### config.mk
export PLATFORM = sky130hd
export DESIGN_NAME = reg_cfg_seq
export DESIGN_NICKNAME = d
export VERILOG_FILES = /design/src/rtl/reg_cfg_seq_pkg.sv /design/src/rtl/reg_cfg_seq.sv
export SDC_FILE = /design/constraint.sdc
export NUM_CORES = 1
export LEC_CHECK = 0
export CAP_MARGIN = 20
export CORE_ASPECT_RATIO = 2
export CORE_MARGIN = 5
export CORE_UTILIZATION = 45
export DETAILED_ROUTE_END_ITERATION = 16
export PLACE_DENSITY = 0.68
export SLEW_MARGIN = 40
export SYNTH_ARGS = -nofsm -noshare
export SYNTH_HDL_FRONTEND = slang
export SYNTH_SLANG_ARGS = --single-unit
### constraint.sdc
create_clock -name i_clk -period 2.6 [get_ports i_clk]
set_clock_uncertainty 0.15 [all_clocks]
set_input_delay 0.52 -clock i_clk [delete_from_list [all_inputs] [get_ports i_clk]]
set_output_delay 0.52 -clock i_clk [all_outputs]
set_load 0.05 [all_outputs]
### src/rtl/reg_cfg_seq_pkg.sv
// rtl/reg_cfg_seq_pkg.sv - shared types and constants for the register configuration sequencer
package reg_cfg_seq_pkg;

    typedef enum logic [1:0] {
        ST_IDLE = 2'd0,
        ST_COPY = 2'd1,
        ST_DONE = 2'd2
    } state_e;

    localparam int NUM_A    = 5;
    localparam int NUM_B    = 3;
    localparam int NUM_REGS = NUM_A + NUM_B;

    localparam int A_BASE = 0;
    localparam int B_BASE = A_BASE + NUM_A;

    // Addresses at or above this value are outside the bank.
    localparam logic [3:0] ADDR_END = 4'(NUM_REGS);

    localparam logic [2:0] LAST_IDX = 3'(NUM_REGS - 1);

endpackage

### src/rtl/reg_cfg_seq.sv
// rtl/reg_cfg_seq.sv - shadow register bank with a sequenced, one-register-per-cycle commit to live outputs
module reg_cfg_seq
    import reg_cfg_seq_pkg::*;
#(
    parameter int DW = 8
) (
    input  logic          i_clk,
    input  logic          i_rst,
    input  logic          i_wr_valid,
    output logic          o_wr_ready,
    input  logic [3:0]    i_wr_addr,
    input  logic [DW-1:0] i_wr_data,
    input  logic          i_commit,
    output logic          o_busy,
    output logic          o_done,
    output logic          o_err,
    output logic [DW-1:0] reg_a_0,
    output logic [DW-1:0] reg_a_1,
    output logic [DW-1:0] reg_a_2,
    output logic [DW-1:0] reg_a_3,
    output logic [DW-1:0] reg_a_4,
    output logic [DW-1:0] reg_b_0,
    output logic [DW-1:0] reg_b_1,
    output logic [DW-1:0] reg_b_2
);

    state_e        state_q, state_d;
    logic [2:0]    idx_q, idx_d;
    logic          err_q;
    logic [DW-1:0] shadow_q [NUM_REGS];
    logic [DW-1:0] live_q   [NUM_REGS];

    logic wr_fire;
    logic addr_valid;
    logic copy_en;

    assign o_wr_ready = (state_q == ST_IDLE);
    assign o_busy     = (state_q != ST_IDLE);
    assign o_done     = (state_q == ST_DONE);
    assign o_err      = err_q;

    assign wr_fire    = i_wr_valid && o_wr_ready;
    assign addr_valid = (i_wr_addr < ADDR_END);
    assign copy_en    = (state_q == ST_COPY);

    always_comb begin
        state_d = state_q;
        idx_d   = idx_q;
        unique case (state_q)
            ST_IDLE: begin
                idx_d = 3'd0;
                if (i_commit) begin
                    state_d = ST_COPY;
                end
            end
            ST_COPY: begin
                // idx holds at the last entry rather than wrapping to 0.
                if (idx_q == LAST_IDX) begin
                    state_d = ST_DONE;
                end else begin
                    idx_d = idx_q + 3'd1;
                end
            end
            ST_DONE: begin
                state_d = ST_IDLE;
                idx_d   = 3'd0;
            end
            default: begin
                state_d = ST_IDLE;
                idx_d   = 3'd0;
            end
        endcase
    end

    always_ff @(posedge i_clk) begin
        if (i_rst) begin
            state_q <= ST_IDLE;
            idx_q   <= 3'd0;
            err_q   <= 1'b0;
            for (int i = 0; i < NUM_REGS; i++) begin
                shadow_q[i] <= '0;
                live_q[i]   <= '0;
            end
        end else begin
            state_q <= state_d;
            idx_q   <= idx_d;
            err_q   <= wr_fire && !addr_valid;
            if (wr_fire && addr_valid) begin
                shadow_q[i_wr_addr[2:0]] <= i_wr_data;
            end
            if (copy_en) begin
                live_q[idx_q] <= shadow_q[idx_q];
            end
        end
    end

    assign reg_a_0 = live_q[0];
    assign reg_a_1 = live_q[1];
    assign reg_a_2 = live_q[2];
    assign reg_a_3 = live_q[3];
    assign reg_a_4 = live_q[4];
    assign reg_b_0 = live_q[5];
    assign reg_b_1 = live_q[6];
    assign reg_b_2 = live_q[7];

endmodule

=== Word-level counts from Yosys, hierarchy flattened ===
Memories as Yosys holds them, arrays and structs flattened. A register that Yosys moved wholly into a read port is not among the register bits.
Index checks and enable logic that the tools add are counted.

* Latch bits: 0
* Word-level logic and storage cells: 42
* Register bits after elaboration: 6
* RAM bits: 128
* Output and inout port bits: 68
* Bits of input ports: 16
* Bits in read-only memories: 0
* Memories: 2

* Multipliers: 0
* Reduce and logical (&&, ||, !) cells: 10
* Add/subtract/negate cells: 1
* Mux-type cells: 19
* Bitwise operators: 1
* Shifts and indexed selects: 0
* $lt $le $gt $ge: 1
* Equal/unequal tests: 5
* Div/mod/pow operators: 0

{| class="wikitable"
|+ Memory list
! memory !! words !! width !! read ports !! clocked after memory_dff !! wr ports !! line !! RTL
|-
| live_q || 8 || 8 || 8 || 0 || 8 || reg_cfg_seq.sv:31 || <nowiki>logic [DW-1:0] live_q [NUM_REGS];</nowiki>
|-
| shadow_q || 8 || 8 || 1 || 1 || 8 || reg_cfg_seq.sv:30 || <nowiki>logic [DW-1:0] shadow_q [NUM_REGS];</nowiki>
|}

{| class="wikitable"
|+ Operators with widths
! kind !! count
|-
| $mux 8 || 2
|-
| $reduce_or 8->1 || 2
|-
| $mux 3 || 4
|-
| $mux 1 || 10
|-
| $lt 4x4->1 const B || 1
|-
| $mux 2 || 2
|-
| $ne 2x1->1 const B || 2
|-
| $pmux 2 s2 || 1
|-
| $add 3x1->3 const B || 1
|-
| $eq 3x3->1 const B || 1
|-
| $logic_and 1x1->1 || 3
|-
| $eq 2x1->1 const B || 1
|-
| $eq 2x2->1 const B || 1
|-
| $logic_not 2->1 || 1
|-
| $reduce_and 2->1 || 1
|-
| $reduce_bool 2->1 || 1
|-
| $reduce_or 2->1 || 1
|-
| $logic_not 1->1 || 1
|-
| $not 1->1 || 1
|}

=== Logic depth before layout (Yosys ltp) ===
Gate-level depths: netlist (run 1).

* Depth after elaboration: 8
* Gate-level depth with buffers: 5

=== Worst setup path before layout (run 1) ===
OpenSTA, ideal clock, no wires.

* Path type: input -> register
* Start point: input i_rst
* End point: memory shadow_q[3][0] (enable)
* Cell stages on the path: 4
* Buffers on the path: 1
* Data arrival time: 1821 ps
* Slack: 299 ps
* Setup time: 329 ps
* Cell sequence: or4b_1 -> buf_6 -> nor4b_4 -> or2_1

{| class="wikitable"
|+ RTL lines
! what !! line !! RTL
|-
| start, declared || reg_cfg_seq.sv:8 || <nowiki>input logic i_rst,</nowiki>
|-
| end, declared || reg_cfg_seq.sv:30 ||
|}

=== Worst setup path after layout (run 1) ===
* Start point: register state_q[1]
* End point: output o_busy

* Longest elaborated chain between the ends: 1

{| class="wikitable"
|+ RTL lines
! what !! line !! RTL
|-
| start, declared || reg_cfg_seq.sv:27 || <nowiki>state_e state_q, state_d;</nowiki>
|-
| start signal, assigned || reg_cfg_seq.sv:85 || <nowiki>state_q <= state_d;</nowiki>
|-
| $reduce_bool 2->1 || reg_cfg_seq.sv:38 || <nowiki>assign o_busy = (state_q != ST_IDLE);</nowiki>
|-
| end, declared || reg_cfg_seq.sv:14 || <nowiki>output logic o_busy,</nowiki>
|}

Every way passes these cells.

==> results of run 1 <==
[per-stage QoR]
step                      util [%]  setup TNS, ns
after global placement        55.8          -5.49
after detailed placement      55.8          -6.65
after floorplan                  -              0
after global routing          60.4              0
final                         60.4              0
after CTS                     60.4              0
[registers in the layout, summed over array words and instances (netlist names), named ones only]
| signal | count |
|---|---|
| idx_q | 3 |
| o_err | 1 |
| state_q | 2 |
| live_q | 64 |
| shadow_q | 64 |
[cells in the mapped netlist]
library cell / instances / area, um^2
buf_6: 1 / 11.3
buf_1: 2 / 7.51
nand2_1: 4 / 15.0
or4b_1: 1 / 10.0
clkbuf_1: 7 / 26.3
nor2_1: 10 / 37.5
nor4b_2: 1 / 15.0
mux2_2: 16 / 180
or2_1: 2 / 12.5
mux2i_1: 19 / 190
nor3_1: 65 / 325
dfxtp_1: 9 / 180
nand2b_1: 11 / 68.8
inv_1: 5 / 18.8
or2_2: 7 / 43.8
or3b_2: 1 / 8.76
nand3b_1: 4 / 30.0
nand3_1: 2 / 10.0
o22ai_1: 8 / 50.1
a22o_1: 8 / 70.1
nor4b_4: 4 / 95.1
edfxtp_1: 128 / 3840
buf_2: 4 / 20.0
nor4_4: 4 / 85.1
and2_1: 64 / 400
ha_1: 3 / 37.5
xor2_1: 1 / 8.76
nor4bb_1: 1 / 10.0
nor2b_1: 2 / 12.5
[power breakdown]
| part | switching (W) | leakage (nW) | internal, W |
|---|---|---|---|
| registers | 0.0000353 | 1.38 | 0.00250 |
| clock network | 0.000915 | 0.280 | 0.00142 |
| logic | 0.000342 | 1.08 | 0.000165 |
[worst max path at each step]
stage | end | slack [ns] | startpoint | depth (start not counted)
after detailed placement | shadow_q[5][0] | -0.20 | i_rst | 5
after global routing | o_busy | 0.01 | state_q[0] | 3
after CTS | o_busy | 0.08 | state_q[1] | 3
after global placement | shadow_q[3][6] | -0.18 | i_rst | 5
final | o_busy | 0.08 | state_q[1] | 3
after floorplan | shadow_q[3][0] | 0.30 | i_rst | 4
[per-layer routing]
metal  vias up  track usage (%)  part of all wire (%)
li1       1727                -                     -
met1      1792             17.1                    31
met2       190             37.0                    58
met3        52             4.00                   5.6
met4         0             11.9                   5.4
met5         -                0                     0
[layout make-up]
type | instances | area [um^2]
repair buffers | 115 | 1100
inverters | 5 | 18.8
flip-flops and latches | 137 | 4020
fillers | 954 | 5000
clock inverters | 14 | 151
clock buffers | 18 | 429
multi-input cells | 238 | 1720
well taps | 150 | 188
[cells by family after synthesis]
group                      synth area share [%]
and+or+nand+nor                            20.3
xor gates and xnor gates                  0.150
AOI/OAI and AO/OA                          2.06
adders and majority gates                 0.645
muxes                                      6.36
DFF                                        69.1
buffers and inverters                      1.44
==> impl_metrics.tcl, run 1 <==
set metrics [dict create \
    path_buf_inv 2 \
    powerDensity_nw_per_um2 704 \
    groute.usage.overall_pct 18.9 \
    die_y_um 171 \
    end_kind "output port" \
    setup_slack_ns 0.0800 \
    rrSetupSlack_ns 0.33 \
    synth.distinct_cells 29 \
    drv_cap 0 \
    drive_gt1_share_pct 18.2 \
    io_pins 84 \
    synth.ff_latch_count 137 \
    cts_htree_levels 4 \
    hold_class "reg2reg" \
    syn_area_per_cell_um2 14.8 \
    vdd_drop_max_uv 515 \
    path_cells "nor2_1, inv_1, clkdlybuf4s50_1" \
    fin_nets 533 \
    hold_end "state_q[0]" \
    syn_inst 394 \
    power_w 0.00537 \
    drtPass1Iterations 5 \
    critPathSlowestCell "clkdlybuf4s50_1" \
    n_antenna_cell 0 \
    cts_buffers 17 \
    grt_pass1_vias 3881 \
    layout_commonest_cell "edfxtp_1" \
    worstPathRequired_ns 1.93 \
    min_from "state_q[1]" \
    ys.warnings.count 0 \
    status "completed" \
    core_um2 12600 \
    root_buffer "clkbuf_16" \
    wirelength_um 14300 \
    postLayoutCellArea_um2 7620 \
    period_minus_slack_ns 2.52 \
    remaining_drc_errors 0 \
    antenna_found_initial 0 \
    r2r_start "state_q[1]" \
    synth_area_um2 5820 \
    die-area_um2 15500 \
    fmax_mhz 397 \
    area_growth_pct 30.9 \
    detail_route.wl_per_cell_um 21.2 \
    crit_family "buffers and inverters" \
    synth_nets 413 \
    leakage_nw 2.74 \
    vias 3761 \
    worst_r2r_endpoint "shadow_q[5][4]" \
    reg2reg_depth 4 \
    final_cell_mix "edfxtp_1, clkdlybuf4s50_1, nor3_1" \
    portBuffers 83 \
    rsz0062_at_grt "no" \
    postRouteAntennaNets 0 \
    hold_depth 1 \
    clk_latency_ns 0.41 \
    start_kind "register" \
    ys_seq_area_share_pct 69.1 \
    hpwl_um 10700 \
    die-width_um 90.4 \
    hold_ws_ns 0.450 \
    placedInstanceArea_um2 7040 \
    post_cts_buffers 0 \
    drt-vias-per-instance 5.56 \
    floorplan.rows 58 \
    cpPeakStageDelay_ns 0.81 \
    crit_type "reg2out" \
    holdBufCountCts 0 \
    path_clk_slew_ns 0.06 \
    dpl_worst_slack_ns -0.204 \
    hold_viol 0 \
    layout.cells.non_filler 677 \
    crit_arrival_ns 1.85 \
    path_max_fanout 7 \
    maxSlewViolCount 0 \
    cts_tree "done" \
    tightest_slew_ns 0.530 \
    grt_pass1_wl_um 21800 \
    post-place-cells 645 \
    fin_crit_sh_pct 96.9 \
    grt_overflow 0 \
    drtIter0Drc 260 \
    post_cts_resized 0 \
    max_slew_margin_pct 64.5 \
    clk_path_buf_depth 2 \
    grt_max_degree 33 \
    start_util_pct 46.1 \
    setup_viol 0 \
    gp_congestion 0.834 \
    cts.sink_count 137 \
]
No activity file was read; power rests on OpenSTA's default activity.
==> run 2, diff against run 1 <==
--- a/config.mk
+++ b/config.mk
@@ -10,8 +10,10 @@
 export CORE_MARGIN = 5
 export CORE_UTILIZATION = 45
 export DETAILED_ROUTE_END_ITERATION = 16
-export PLACE_DENSITY = 0.68
+export HOLD_SLACK_MARGIN = 0.08
+export PLACE_DENSITY = 0.71
 export SLEW_MARGIN = 40
 export SYNTH_ARGS = -nofsm -noshare
 export SYNTH_HDL_FRONTEND = slang
 export SYNTH_SLANG_ARGS = --single-unit
+export TNS_END_PERCENT = 30
==> constraint.sdc (replaced) <==
create_clock -name i_clk -period 2 [get_ports i_clk]
set_clock_uncertainty 0.15 [all_clocks]
set_input_delay 0.4 -clock i_clk [delete_from_list [all_inputs] [get_ports i_clk]]
set_output_delay 0.4 -clock i_clk [all_outputs]
set_load 0.05 [all_outputs]
==> impl_metrics.tcl, run 2 (synthesis gave the netlist of run 1 again) <==
set metrics [dict create \
    status "completed" \
    tightest_slew_ns 0.524 \
    start_util_pct 46.1 \
    top_regs "live_q: 64 flops, shadow_q: 64 flops, idx_q: 3 flops" \
    use_met1_pct 16.0 \
    postRouteAntennaNets 0 \
    clk_path_buf_depth 2 \
    placedInstanceArea_um2 7120 \
    io_pins 84 \
    max_slew_margin_pct 65.0 \
    postLayoutCellArea_um2 7760 \
    drtIter0Drc 235 \
    end_kind "register" \
    crit_type "reg2reg" \
    antenna_found_initial 0 \
    grt_util_met3_pct 5.32 \
    floorplan.rows 58 \
    drt-vias-per-instance 5.47 \
    hpwl_um 10400 \
    path_clk_slew_ns 0.05 \
    rsz0062_at_grt "yes" \
    n_antenna_cell 0 \
    die-area_um2 15500 \
    core_um2 12600 \
    clk_latency_ns 0.42 \
    grt_pass1_vias 3981 \
    grt_overflow 0 \
    final_cell_mix "edfxtp_1, buf_4, nor3_1" \
    path_max_fanout 9 \
    setup_viol 0 \
    drv_cap 0 \
    leakage_nw 2.99 \
    cts_tree "done" \
    setup_slack_ns 0.0272 \
    remaining_drc_errors 0 \
    grt_pass1_wl_um 21500 \
    use_met2_pct 35.5 \
    powerDensity_nw_per_um2 950 \
    area_growth_pct 33.3 \
    drive_gt1_share_pct 35.0 \
    fin_nets 554 \
    maxSlewViolCount 0 \
    hold_ws_ns 0.405 \
    die_y_um 171 \
    crit_arrival_ns 1.95 \
    fmax_mhz 507 \
    die-width_um 90.4 \
    hold_class "reg2reg" \
    vias 3810 \
    post_cts_buffers 0 \
    power_w 0.00738 \
    dpl_worst_slack_ns -0.481 \
    cts_htree_levels 4 \
    layout_commonest_cell "edfxtp_1" \
    worstPathRequired_ns 1.97 \
    top_usage_layer "met2" \
    gp_congestion 0.849 \
    start_kind "register" \
    grt_max_degree 33 \
    cts.sink_count 137 \
    fin_crit_sh_pct 98.6 \
    cts_buffers 17 \
    root_buffer "clkbuf_16" \
    drtPass1Iterations 5 \
    period_minus_slack_ns 1.97 \
    vdd_drop_max_uv 858 \
    detail_route.wl_per_cell_um 20.2 \
    portBuffers 83 \
    wirelength_um 14100 \
    groute.usage.overall_pct 18.7 \
    hold_viol 0 \
]
run 2: worst paths after layout:
| kind | start | end | cells past startpoint | slack [ns] |
|---|---|---|---|---|
| worst min-delay path | state_q[1] | state_q[0] | 2 | 0.41 |
| worst max register to register | state_q[0] | shadow_q[6][5] | 3 | 0.03 |
| worst min register to register | state_q[1] | state_q[0] | 2 | 0.41 |
| worst max-delay path | state_q[0] | shadow_q[6][5] | 3 | 0.03 |
run 2: layout make-up:
type                    count  area, um^2
clock buffers              17         425
clock inverters            13         219
fillers                  1002        4860
inverters                   5        18.8
multi-input cells         238        1740
flip-flops and latches    137        4030
well taps                 150         188
repair buffers            136        1140
run 2: routing by layer:
metal | vias to the layer above | share of wire [%]
met2 | 182 | 55
met5 | - | 0
met1 | 1798 | 30
li1 | 1763 | -
met4 | 0 | 8.3
met3 | 67 | 6.5
run 2: power by group:
group | switching, W | internal (W) | total (W)
logic | 0.000456 | 0.000243 | 0.000699
registers | 0.0000433 | 0.00324 | 0.00329
clock network | 0.00118 | 0.00222 | 0.00339
total | 0.00167 | 0.00570 | 0.00738
run 2: repair_timing:
item,in CTS,in global routing
gates cloned,0,0
hold buffers,0,0
pin swaps,0,2
endpoints found under the setup margin,64,58
gates resized for setup,2,2
run 2: worst max-delay path, stage by stage, from the launching register on:
cell,delay (ns)
dfxtp_2,0.31
or4b_4,0.67
nor4_4,0.31
or2_4,0.23
run 2: per-stage QoR:
| step | utilization, % | instances | setup TNS (ns) |
|---|---|---|---|
| after global routing | 61.5 | 696 | -0.428 |
| after floorplan | - | 394 | -2.22 |
| after global placement | 56.4 | 666 | -82.49 |
| after detailed placement | 56.4 | 666 | -89.22 |
| after CTS | 61.5 | 696 | 0 |
| final | 61.5 | 696 | 0 |
==> run 3, diff against run 2 <==
--- a/config.mk
+++ b/config.mk
@@ -16,4 +16,3 @@
 export SYNTH_ARGS = -nofsm -noshare
 export SYNTH_HDL_FRONTEND = slang
 export SYNTH_SLANG_ARGS = --single-unit
-export TNS_END_PERCENT = 30
==> impl_metrics.tcl, run 3 (synthesis gave the netlist of run 1 again) <==
set metrics [dict create \
    seq_power_share_pct 44.6 \
    p_sw_share_pct 22.4 \
    rrSetupSlack_ns 0.02 \
    groute.usage.overall_pct 18.2 \
    postLayoutCellArea_um2 7770 \
    post-place-cells 663 \
    path_buf_inv 0 \
    start_util_pct 46.1 \
    gp_congestion 0.860 \
    hold_class "reg2reg" \
    max_slew_margin_pct 67.1 \
    period_minus_slack_ns 1.98 \
    die-area_um2 15500 \
    cts_tree "done" \
    path_clk_slew_ns 0.06 \
    drtPass1Iterations 4 \
    end_kind "register" \
    post_cts_buffers 0 \
    grt_overflow 0 \
    p_sw_w 0.00165 \
    worstPathRequired_ns 1.97 \
    clk_path_buf_depth 2 \
    maxSlewViolCount 0 \
    met2_length_um 7850 \
    fin_nets 551 \
    powerDensity_nw_per_um2 947 \
    core_um2 12600 \
    grt_max_degree 33 \
    n_antenna_cell 0 \
    cpPeakStageDelay_ns 0.67 \
    drt-met1-wl_um 4110 \
    die_y_um 171 \
    crit_type "reg2reg" \
    comb_power_share_pct 9.4 \
    dpl_worst_slack_ns -0.480 \
    grt_pass1_wl_um 20800 \
    drtIter0Drc 137 \
    postRouteAntennaNets 0 \
    vdd_drop_max_uv 1170 \
    crit_family "simple AND/OR/NAND/NOR gates" \
    pwr-share-clk_pct 45.9 \
    root_buffer "clkbuf_16" \
    portBuffers 83 \
    cts_buffers 17 \
    detail_route.wl_per_cell_um 19.8 \
    die-width_um 90.4 \
    path_cells "or4b_4, nor4_4, or2_4" \
    start_kind "register" \
    antenna_found_initial 0 \
    fin_crit_sh_pct 99.1 \
    intPower_w 0.00571 \
    wl_met3_um 824 \
    critPathSlowestCell "or4b_4" \
    leakage_nw 2.99 \
    drive_gt1_share_pct 34.5 \
    power_w 0.00736 \
    wirelength_um 13800 \
    setup_slack_ns 0.0186 \
    top_regs "live_q: 64 flops, shadow_q: 64 flops, idx_q: 3 flops" \
    top_layer "met4" \
    crit_arrival_ns 1.95 \
    drt-vias-per-instance 5.39 \
    rsz0062_at_grt "yes" \
    setup_viol 0 \
    final_cell_mix "edfxtp_1, buf_4, and2_1, nor3_1, mux2i_1" \
    holdBufCountCts 0 \
    floorplan.rows 58 \
    drv_cap 0 \
    remaining_drc_errors 0 \
    layout.cells.non_filler 695 \
    vias 3743 \
    grt_pass1_vias 4076 \
    path_max_fanout 9 \
    tns_ns 0 \
    clk_latency_ns 0.41 \
    cts_htree_levels 4 \
    io_pins 84 \
    status "completed" \
    cts.sink_count 137 \
    hpwl_um 10300 \
    placedInstanceArea_um2 7120 \
    fmax_mhz 505 \
    tightest_slew_ns 0.494 \
    hold_viol 0 \
    area_growth_pct 33.5 \
    layout_commonest_cell "edfxtp_1" \
]
==> run 3: routing by layer <==
metal	vias to the layer above	global-route usage (%)
li1	1752	-
met4	0	14.9
met3	57	5.63
met2	166	34.2
met1	1768	15.1
met5	-	0
==> run 3: layout make-up <==
type,count,area [um^2]
Clock buffer,19,433
Inverter,5,18.8
Sequential cell,137,4030
Tap cell,150,188
Multi-Input combinational cell,238,1750
Timing Repair Buffer,133,1150
Fill cell,1002,4850
Clock inverter,13,214
==> run 3: worst paths after layout <==
path / start / endpoint / depth (start not counted)
setup / recovery: state_q[0] / shadow_q[6][0] / 3
hold / removal: state_q[1] / state_q[0] / 2
setup reg to reg: state_q[0] / shadow_q[6][0] / 3
hold reg to reg: state_q[1] / state_q[0] / 2
==> run 3: through the flow <==
| stage | hold WS (ns) | util [%] |
|---|---|---|
| after global routing | 0.444 | 61.6 |
| after global placement | 0.412 | 56.4 |
| after CTS | 0.420 | 61.6 |
| final | 0.408 | 61.6 |
| after floorplan | 0.320 | - |
| after detailed placement | 0.406 | 56.4 |
==> run 3: worst min-delay path, stage by stage (launching register included) <==
cell and delay (ns):
dfxtp_2 0.33, buf_4 0.14, nor3_1 0.05
==> run 3: power groups by stage <==
stage | Clock, W | Combinational [W] | Sequential (W)
after floorplan | 0 | 0.000223 | 0.00353
after global placement | 0 | 0.000687 | 0.00334
after detailed placement | 0 | 0.000696 | 0.00335
after CTS | 0.00342 | 0.000697 | 0.00329
after global routing | 0.00355 | 0.000721 | 0.00329
final | 0.00338 | 0.000694 | 0.00329
==> run 3: timing repair <==
| action | 4_1_cts | 5_1_grt |
|---|---|---|
| resized for setup | 3 | 1 |
| pin swaps | 0 | 1 |
| setup endpoints to repair | 56 | 60 |
| endpoints found under the hold margin | 0 | 0 |
